$ cat config.mk
export PLATFORM = sky130hd
export DESIGN_NAME = rll_key_loader_flat
export DESIGN_NICKNAME = d
export VERILOG_FILES = /design/src/rtl/rll_key_loader_if.sv /design/src/rtl/rll_key_loader.sv /design/src/flat_wrapper.sv
export SDC_FILE = /design/constraint.sdc
export NUM_CORES = 1
export LEC_CHECK = 0
export CAP_MARGIN = 20
export CORE_UTILIZATION = 47
export DETAILED_ROUTE_END_ITERATION = 12
export PLACE_DENSITY = 0.77
export SYNTH_ARGS = -nofsm -noshare
export SYNTH_HDL_FRONTEND = slang
export SYNTH_SLANG_ARGS = --single-unit
export TNS_END_PERCENT = 1
$ cat constraint.sdc
create_clock -name clk -period 2.8 [get_ports clk]
set_clock_uncertainty 0.2 [all_clocks]
set_input_delay 0.56 -clock clk [delete_from_list [all_inputs] [get_ports clk]]
set_output_delay 0.56 -clock clk [all_outputs]
set_load 0.02 [all_outputs]
$ cat src/rtl/rll_key_loader_if.sv
// Key loader bus: frame control, serial handshake and committed key.
// The loader itself takes the slave side.
interface rll_key_loader_if #(
  parameter int KEY_WIDTH = 16
);
  logic                 load_start;
  logic                 abort;
  logic                 sdi;
  logic                 sdi_valid;
  logic                 sdi_ready;
  logic [KEY_WIDTH-1:0] key_out;
  logic                 key_valid;
  logic                 busy;
  logic                 done;
  logic                 err;
  logic                 lockout;

  modport master (
    output load_start, abort, sdi, sdi_valid,
    input  sdi_ready, key_out, key_valid,
    input  busy, done, err, lockout
  );

  modport slave (
    input  load_start, abort, sdi, sdi_valid,
    output sdi_ready, key_out, key_valid,
    output busy, done, err, lockout
  );
endinterface

$ cat src/rtl/rll_key_loader.sv
// Serial RLL unlock-key loader with even-parity check and sticky lockout.
// Drives the keyIn_0_* inputs of a locked netlist through key_out.
module rll_key_loader #(
  parameter int KEY_WIDTH = 16,
  parameter int MAX_FAIL  = 3
) (
  input logic             clk,
  input logic             rst_n,
  rll_key_loader_if.slave bus
);
  localparam int CW = $clog2(KEY_WIDTH + 1);
  localparam int FW = $clog2(MAX_FAIL + 1);
  localparam logic [CW-1:0] LAST = CW'(KEY_WIDTH);
  localparam logic [FW-1:0] FMAX = FW'(MAX_FAIL);

  typedef enum logic [2:0] {
    S_IDLE, S_SHIFT, S_CHECK, S_COMMIT, S_LOCK
  } state_t;

  state_t               r_state;
  state_t               w_next;
  logic [KEY_WIDTH-1:0] r_staging;
  logic [KEY_WIDTH-1:0] r_key;
  logic [CW-1:0]        r_bit_cnt;
  logic [FW-1:0]        r_fail_cnt;
  logic                 r_par;
  logic                 r_key_valid;
  logic                 r_done;
  logic                 r_err;
  logic                 w_ready;
  logic                 w_busy;
  logic                 w_done_nxt;
  logic                 w_err_nxt;
  logic                 w_acc;
  logic                 w_last;
  logic [FW-1:0]        w_fail_inc;

  assign w_last = (r_bit_cnt == LAST);
  assign w_acc  = bus.sdi_valid && w_ready && !bus.abort;
  assign w_fail_inc = (r_fail_cnt == FMAX) ? r_fail_cnt
                    : r_fail_cnt + FW'(1);

  always_ff @(posedge clk or negedge rst_n) begin
    if (!rst_n) r_state <= S_IDLE;
    else        r_state <= w_next;
  end

  always_comb begin
    w_next = r_state;
    unique case (r_state)
      S_IDLE:   if (bus.load_start) w_next = S_SHIFT;
      S_SHIFT: begin
        if (bus.abort)          w_next = S_IDLE;
        else if (w_acc && w_last) w_next = S_CHECK;
      end
      S_CHECK: begin
        if (!r_par)                  w_next = S_COMMIT;
        else if (w_fail_inc == FMAX) w_next = S_LOCK;
        else                         w_next = S_IDLE;
      end
      S_COMMIT: w_next = S_IDLE;
      S_LOCK:   w_next = S_LOCK;
      default:  w_next = S_IDLE;
    endcase
  end

  always_comb begin
    w_ready    = 1'b0;
    w_busy     = 1'b0;
    w_done_nxt = 1'b0;
    w_err_nxt  = 1'b0;
    unique case (r_state)
      S_SHIFT: begin
        w_ready = 1'b1;
        w_busy  = 1'b1;
      end
      S_CHECK: begin
        w_busy    = 1'b1;
        w_err_nxt = r_par;
      end
      S_COMMIT: begin
        w_busy     = 1'b1;
        w_done_nxt = 1'b1;
      end
      default: ;
    endcase
  end

  // r_par holds the XOR of every accepted bit, so CHECK just tests it.
  always_ff @(posedge clk or negedge rst_n) begin
    if (!rst_n) begin
      r_staging   <= '0;
      r_key       <= '0;
      r_bit_cnt   <= '0;
      r_fail_cnt  <= '0;
      r_par       <= 1'b0;
      r_key_valid <= 1'b0;
      r_done      <= 1'b0;
      r_err       <= 1'b0;
    end else begin
      r_done <= w_done_nxt;
      r_err  <= w_err_nxt;
      if (r_state == S_IDLE && bus.load_start) begin
        r_bit_cnt   <= '0;
        r_staging   <= '0;
        r_par       <= 1'b0;
        r_key_valid <= 1'b0;
      end
      if (w_acc) begin
        r_bit_cnt <= r_bit_cnt + CW'(1);
        r_par     <= r_par ^ bus.sdi;
        if (!w_last)
          r_staging <= {bus.sdi, r_staging[KEY_WIDTH-1:1]};
      end
      if (r_state == S_CHECK && r_par) begin
        r_fail_cnt <= w_fail_inc;
        if (w_fail_inc == FMAX) begin
          r_key       <= '0;
          r_key_valid <= 1'b0;
        end
      end
      if (r_state == S_COMMIT) begin
        r_key       <= r_staging;
        r_key_valid <= 1'b1;
        r_fail_cnt  <= '0;
      end
    end
  end

  assign bus.sdi_ready = w_ready;
  assign bus.busy      = w_busy;
  assign bus.key_out   = r_key;
  assign bus.key_valid = r_key_valid;
  assign bus.done      = r_done;
  assign bus.err       = r_err;
  assign bus.lockout   = (r_state == S_LOCK);
endmodule

$ cat src/flat_wrapper.sv
// flat-port wrapper written by rule: the top's interface ports become plain ports
module rll_key_loader_flat 
#(
  parameter int KEY_WIDTH = 16,
  parameter int MAX_FAIL  = 3
)
  (clk, rst_n, bus_load_start, bus_abort, bus_sdi, bus_sdi_valid, bus_sdi_ready, bus_key_out, bus_key_valid, bus_busy, bus_done, bus_err, bus_lockout);
  rll_key_loader_if #(.KEY_WIDTH(KEY_WIDTH)) bus_i ();
  input logic clk;
  input logic rst_n;
  input wire logic [$bits(bus_i.load_start)-1:0] bus_load_start;
  input wire logic [$bits(bus_i.abort)-1:0] bus_abort;
  input wire logic [$bits(bus_i.sdi)-1:0] bus_sdi;
  input wire logic [$bits(bus_i.sdi_valid)-1:0] bus_sdi_valid;
  output wire logic [$bits(bus_i.sdi_ready)-1:0] bus_sdi_ready;
  output wire logic [$bits(bus_i.key_out)-1:0] bus_key_out;
  output wire logic [$bits(bus_i.key_valid)-1:0] bus_key_valid;
  output wire logic [$bits(bus_i.busy)-1:0] bus_busy;
  output wire logic [$bits(bus_i.done)-1:0] bus_done;
  output wire logic [$bits(bus_i.err)-1:0] bus_err;
  output wire logic [$bits(bus_i.lockout)-1:0] bus_lockout;
  assign bus_i.load_start = bus_load_start;
  assign bus_i.abort = bus_abort;
  assign bus_i.sdi = bus_sdi;
  assign bus_i.sdi_valid = bus_sdi_valid;
  assign bus_sdi_ready = bus_i.sdi_ready;
  assign bus_key_out = bus_i.key_out;
  assign bus_key_valid = bus_i.key_valid;
  assign bus_busy = bus_i.busy;
  assign bus_done = bus_i.done;
  assign bus_err = bus_i.err;
  assign bus_lockout = bus_i.lockout;
  rll_key_loader #(.KEY_WIDTH(KEY_WIDTH), .MAX_FAIL(MAX_FAIL)) u_core (.clk(clk), .rst_n(rst_n), .bus(bus_i));
endmodule
# == Word-level counts from Yosys, hierarchy flattened ==
# Index checks and enable logic that the tools add are counted.
# word_totals
reg_bits,46
out_inout_bits,22
# classes
muxes,27
n_reduce_logical,13
bitwise_logic,1
addsub,2
n_eq_ne,9
# ops
op,n
16-bit 2-to-1 mux,6
3-bit 2-to-1 mux,5
3-bit one-hot mux with 4 select lines,1
1-bit 2-to-1 mux,10
5-bit 2-to-1 mux,2
3-bit by 2-bit == test with 1-bit output (second input constant),2
2-bit 2-to-1 mux,3
2-bit nonzero test,3
5-bit by 1-bit adder with 5-bit output (second input constant),1
5-bit == test (second input constant),1
1-bit logical AND,5
2-bit == test (second input constant),2
2-bit AND reduction,2
3-bit by 1-bit == test with 1-bit output (second input constant),1
3-bit == test (second input constant),1
3-bit zero test,1
3-bit by 2-bit inequality test with 1-bit output (second input constant),1
3-bit OR reduction,1
2-bit by 1-bit adder with 2-bit output (second input constant),1
2-bit inequality test (second input constant),1
1-bit zero test,1
1-bit bitwise XOR,1

# == Logic depth before layout (Yosys ltp) ==
# logic_depth
ltp_word,8
ltp_mapped,6
mapped_depth_nobuf,5

# == Worst setup path after synthesis ==
# Ideal clock, no wire load.
# synth_timing
path_kind,input to register
start,input bus_abort
end,register u_core.r_bit_cnt[4]
required_time_ps,2463
cell_stages,3
arrival_time_ps,1493
setup_slack_ps,970
setup_time_ps,137
cell_sequence,or4b_2 -> o21ai_2 -> o221ai_1
# synth_between
elab_chain_len,3
word_cells_on_any_way,4
cone_classes,1 x mux; 3 x reduce/logical
# synth_rtl
item,line_no,source
from (decl),flat_wrapper.sv:12,input wire logic [$bits(bus_i.abort)-1:0] bus_abort;
1-bit zero test *,rll_key_loader.sv:39,assign w_acc = bus.sdi_valid && w_ready && !bus.abort;
1-bit logical AND *,rll_key_loader.sv:39,
5-bit 2-to-1 mux or 2-bit nonzero test (tied branches),n/a,
to (signal assigned),rll_key_loader.sv:110,r_bit_cnt <= r_bit_cnt + CW'(1);
to (decl),rll_key_loader.sv:24,logic [CW-1:0] r_bit_cnt;
# Every way passes the cells marked *; elsewhere a longest branch is shown, timed or not.
# A chain may end at the register's enable or synchronous reset.

# == Worst setup path in the final report ==
# layout_timing
start,register u_core.r_state[1]
end,output bus_lockout
# layout_between
elab_chain_len,1
# layout_rtl
item,line_no,source
from (decl),rll_key_loader.sv:20,state_t r_state;
from (signal assigned),rll_key_loader.sv:45,else r_state <= w_next;
3-bit == test,rll_key_loader.sv:136,assign bus.lockout = (r_state == S_LOCK);
to (decl),flat_wrapper.sv:21,output wire logic [$bits(bus_i.lockout)-1:0] bus_lockout;
# Every way passes these cells.

==> metrics.yaml <==
sta:
  max_freq_ghz: 0.402
  fin_setup_tns_ns: 0
  worst_pin_slew_ns: 0.753
  max_slew_margin_pct: 49.8
  drv_slew: 0
  final_hold_viol_count: 0
  fin_crit_ns: 2.49
  rsz0062_at_grt: "false"
  hold_ws_ns: 0.304
  period_share_pct: 88.8
  finalSetupViolCount: 0
clock_tree:
  cts_buffers: 5
  h-tree-depth: 2
  cts_sinks: 46
  clockRootBuffer: "clkbuf_8"
  clk_pin_slew_worst_paths_ns: 0.09
  insertion_delay_ns: 0.30
  cts_buffer_depth: 2
  post_cts_buffers: 0
  cts_tree: "done"
worst_setup_path:
  r2r_slack_ns: 0.80
  crit_path_start_kind: "flop"
  critPathArrivalTime_ns: 1.73
  crit_path_end_kind: "output port"
  cp.required_ns: 2.04
  critical_path_class: "flop to output port"
  timing.reg2reg.worst_path_depth: 4
  cp_max_fo: 9
  r2r_start: "u_core.r_state[2]"
  reg2reg_to: "u_core.r_staging[2]"
power:
  p_leak_nw: 1.18
  power_mw: 1.68
  max-vdd-ir-drop_mv: 0.500
  p_per_area_mw_per_mm2: 681
floorplan:
  core_sq_mm: 0.00406
  fp.dieW_um: 67.6
  fp.dieArea_sq_mm: 0.00457
  boundaryPins: 28
  rows: 23
  die_h_um: 67.6
  start_util_pct: 49.8
cells_and_area:
  area_growth_pct: 22.0
  drive_gt1_share_pct: 8.74
  final_cells: 256
  n_fill_cell: 315
  n_antenna_cell: 0
  final_core_util_pct: 60.7
  layout.nets: 213
routing:
  ant_nets: 0
  viasPerCell: 5.50
  firstDrtPassIters: 4
  avgRoutedWirePerCell_um: 14.9
  drt-initial-drc-count: 62
  wirelength_um: 3810
  vias: 1408
  drc: 0
synth:
  ys_top_cells_by_area: "dfrtp_1 (57%), mux2i_1 (7.9%), a22o_1 (6.9%)"
  syn_area_per_cell_sq_um: 11.4
  syn_inst: 177
  syn_area_sq_mm: 0.00202
  yosysSeqAreaShare_pct: 57.0
  synthArstFlopShare_pct: 100
  synthFlopType: "dfrtp_1"
  yosysUniqueCellTypes: 37
  synth_edf_count: 0
  syn_nets: 185
  synth_top_area_share_pct: 57.0
  synth-seq-cells: 46
  ys_warn_count: 0
  synth_top_area_cell: "dfrtp_1"
hold_path:
  hp-start: "u_core.bus.key_out[5]"
  holdPathEnd: "u_core.bus.key_out[5]"
  holdPathStages: 1
  hold_class: "flop to flop"
outcome:
  status: "completed"
global_route:
  grt_usage_pct: 19.6
  grt_pass1_vias: 1378
  grt_antenna_before_repair: 0
  overflow: 0
  grt_max_degree: 27
  grt_pass1_wl_um: 6540
place:
  port_buffers: 27
  dp_hpwl_um: 2600
  place.gp.congestion: 0.829
  dp_cells: 247
job:
  max_cap_violations: 0
==> placed cells by master (no fill, tap or decap), types with 3 or more instances in the layout <==
master	Yosys	layout
dfrtp_1	46	46
nand2_1	20	20
o21ai_0	3	3
a22o_1	16	16
nand2b_1	4	4
clkdlybuf4s50_1	0	26
mux2i_1	16	16
inv_1	22	22
nor2_1	4	4
nand4_1	4	4
buf_4	1	3
o221ai_1	3	3
clkbuf_8	0	6
nand3_1	3	3
==> state kept, by name (all words and copies together), names as in the netlist <==
register              flops
u_core.r_staging         16
u_core.bus.key_out       16
u_core.r_state            3
u_core.r_bit_cnt          5
u_core.r_fail_cnt         2
u_core.r_par              1
u_core.bus.err            1
u_core.bus.done           1
u_core.bus.key_valid      1
==> metal layers <==
layer / up-vias / part of all wire [%] / GRT usage, %
met5: - / 0 / 0
met4: 0 / 0.92 / 6.38
met3: 3 / 5.4 / 6.25
met2: 30 / 48 / 29.6
met1: 708 / 46 / 26.4
li1: 667 / - / -
==> synth_stat cells, drive strengths merged (2+ instances only) <==
library cell	number
or4b	2
ha	2
a22o	16
nand4	4
mux2i	16
nand2b	4
nand3	4
nand2	20
nor2	4
inv	22
o221ai	3
and2	2
buf	5
o211ai	2
dfrtp	46
a21oi	2
o21ai	4
clkbuf	5
==> power by group <==
group	switching (mW)	internal, mW	leakage, nW	total [mW]
Clock	0.226	0.381	0.0714	0.606
Sequential	0.0567	0.708	0.637	0.765
Combinational	0.170	0.138	0.468	0.308
Total	0.453	1.23	1.18	1.68
==> critical path: stages (launching register included) <==
cell,delay (ns)
dfrtp_1,0.49
nor2_1,0.17
and2_1,0.16
clkdlybuf4s50_1,0.60
==> cell families (layout without fill, tap and decap cells) <==
kind of cell | after synthesis | after routing | share of synthesized area (%)
buf+inv | 32 | 61 | 7.00
mux | 16 | 16 | 7.93
simple gates | 50 | 50 | 14.7
compound gates | 31 | 31 | 12.2
flops | 46 | 46 | 57.0
fa+ha+maj | 2 | 2 | 1.24
==> what timing repair did <==
action                                  CTS  global route
endpoints found under the hold margin     1             0
endpoints found under the setup margin    0             0
hold buffers                              1             0
gates resized for setup                   0             0
==> worst max path at each step <==
stage                      startpoint  cells after the start                   end
floorplan                   bus_abort                      3   u_core.r_bit_cnt[4]
global placement       bus_load_start                      5  u_core.r_staging[15]
detailed placement     bus_load_start                      5   u_core.r_staging[5]
CTS                 u_core.r_state[1]                      3           bus_lockout
global route        u_core.r_state[0]                      2         bus_sdi_ready
finish              u_core.r_state[1]                      3           bus_lockout
==> through the flow <==
step                      instance area [sq um]  setup slack [ns]
after floorplan                            2020             0.970
after global placement                     2310             0.417
after detailed placement                   2310             0.362
after CTS                                  2460             0.292
after global routing                       2460             0.195
final                                      2460             0.314
==> layout make-up <==
type | count | area (sq um) | share of cell area [%]
Timing Repair Buffer | 31 | 298 | 12.1
Tap cell | 50 | 62.6 | 2.54
Sequential cell | 46 | 1150 | 46.7
Inverter | 22 | 82.6 | 3.35
Multi-Input combinational cell | 99 | 728 | 29.5
Clock buffer | 6 | 82.6 | 3.35
Clock inverter | 2 | 60.1 | 2.44
Note: power is estimated with default switching activity, not from simulation.
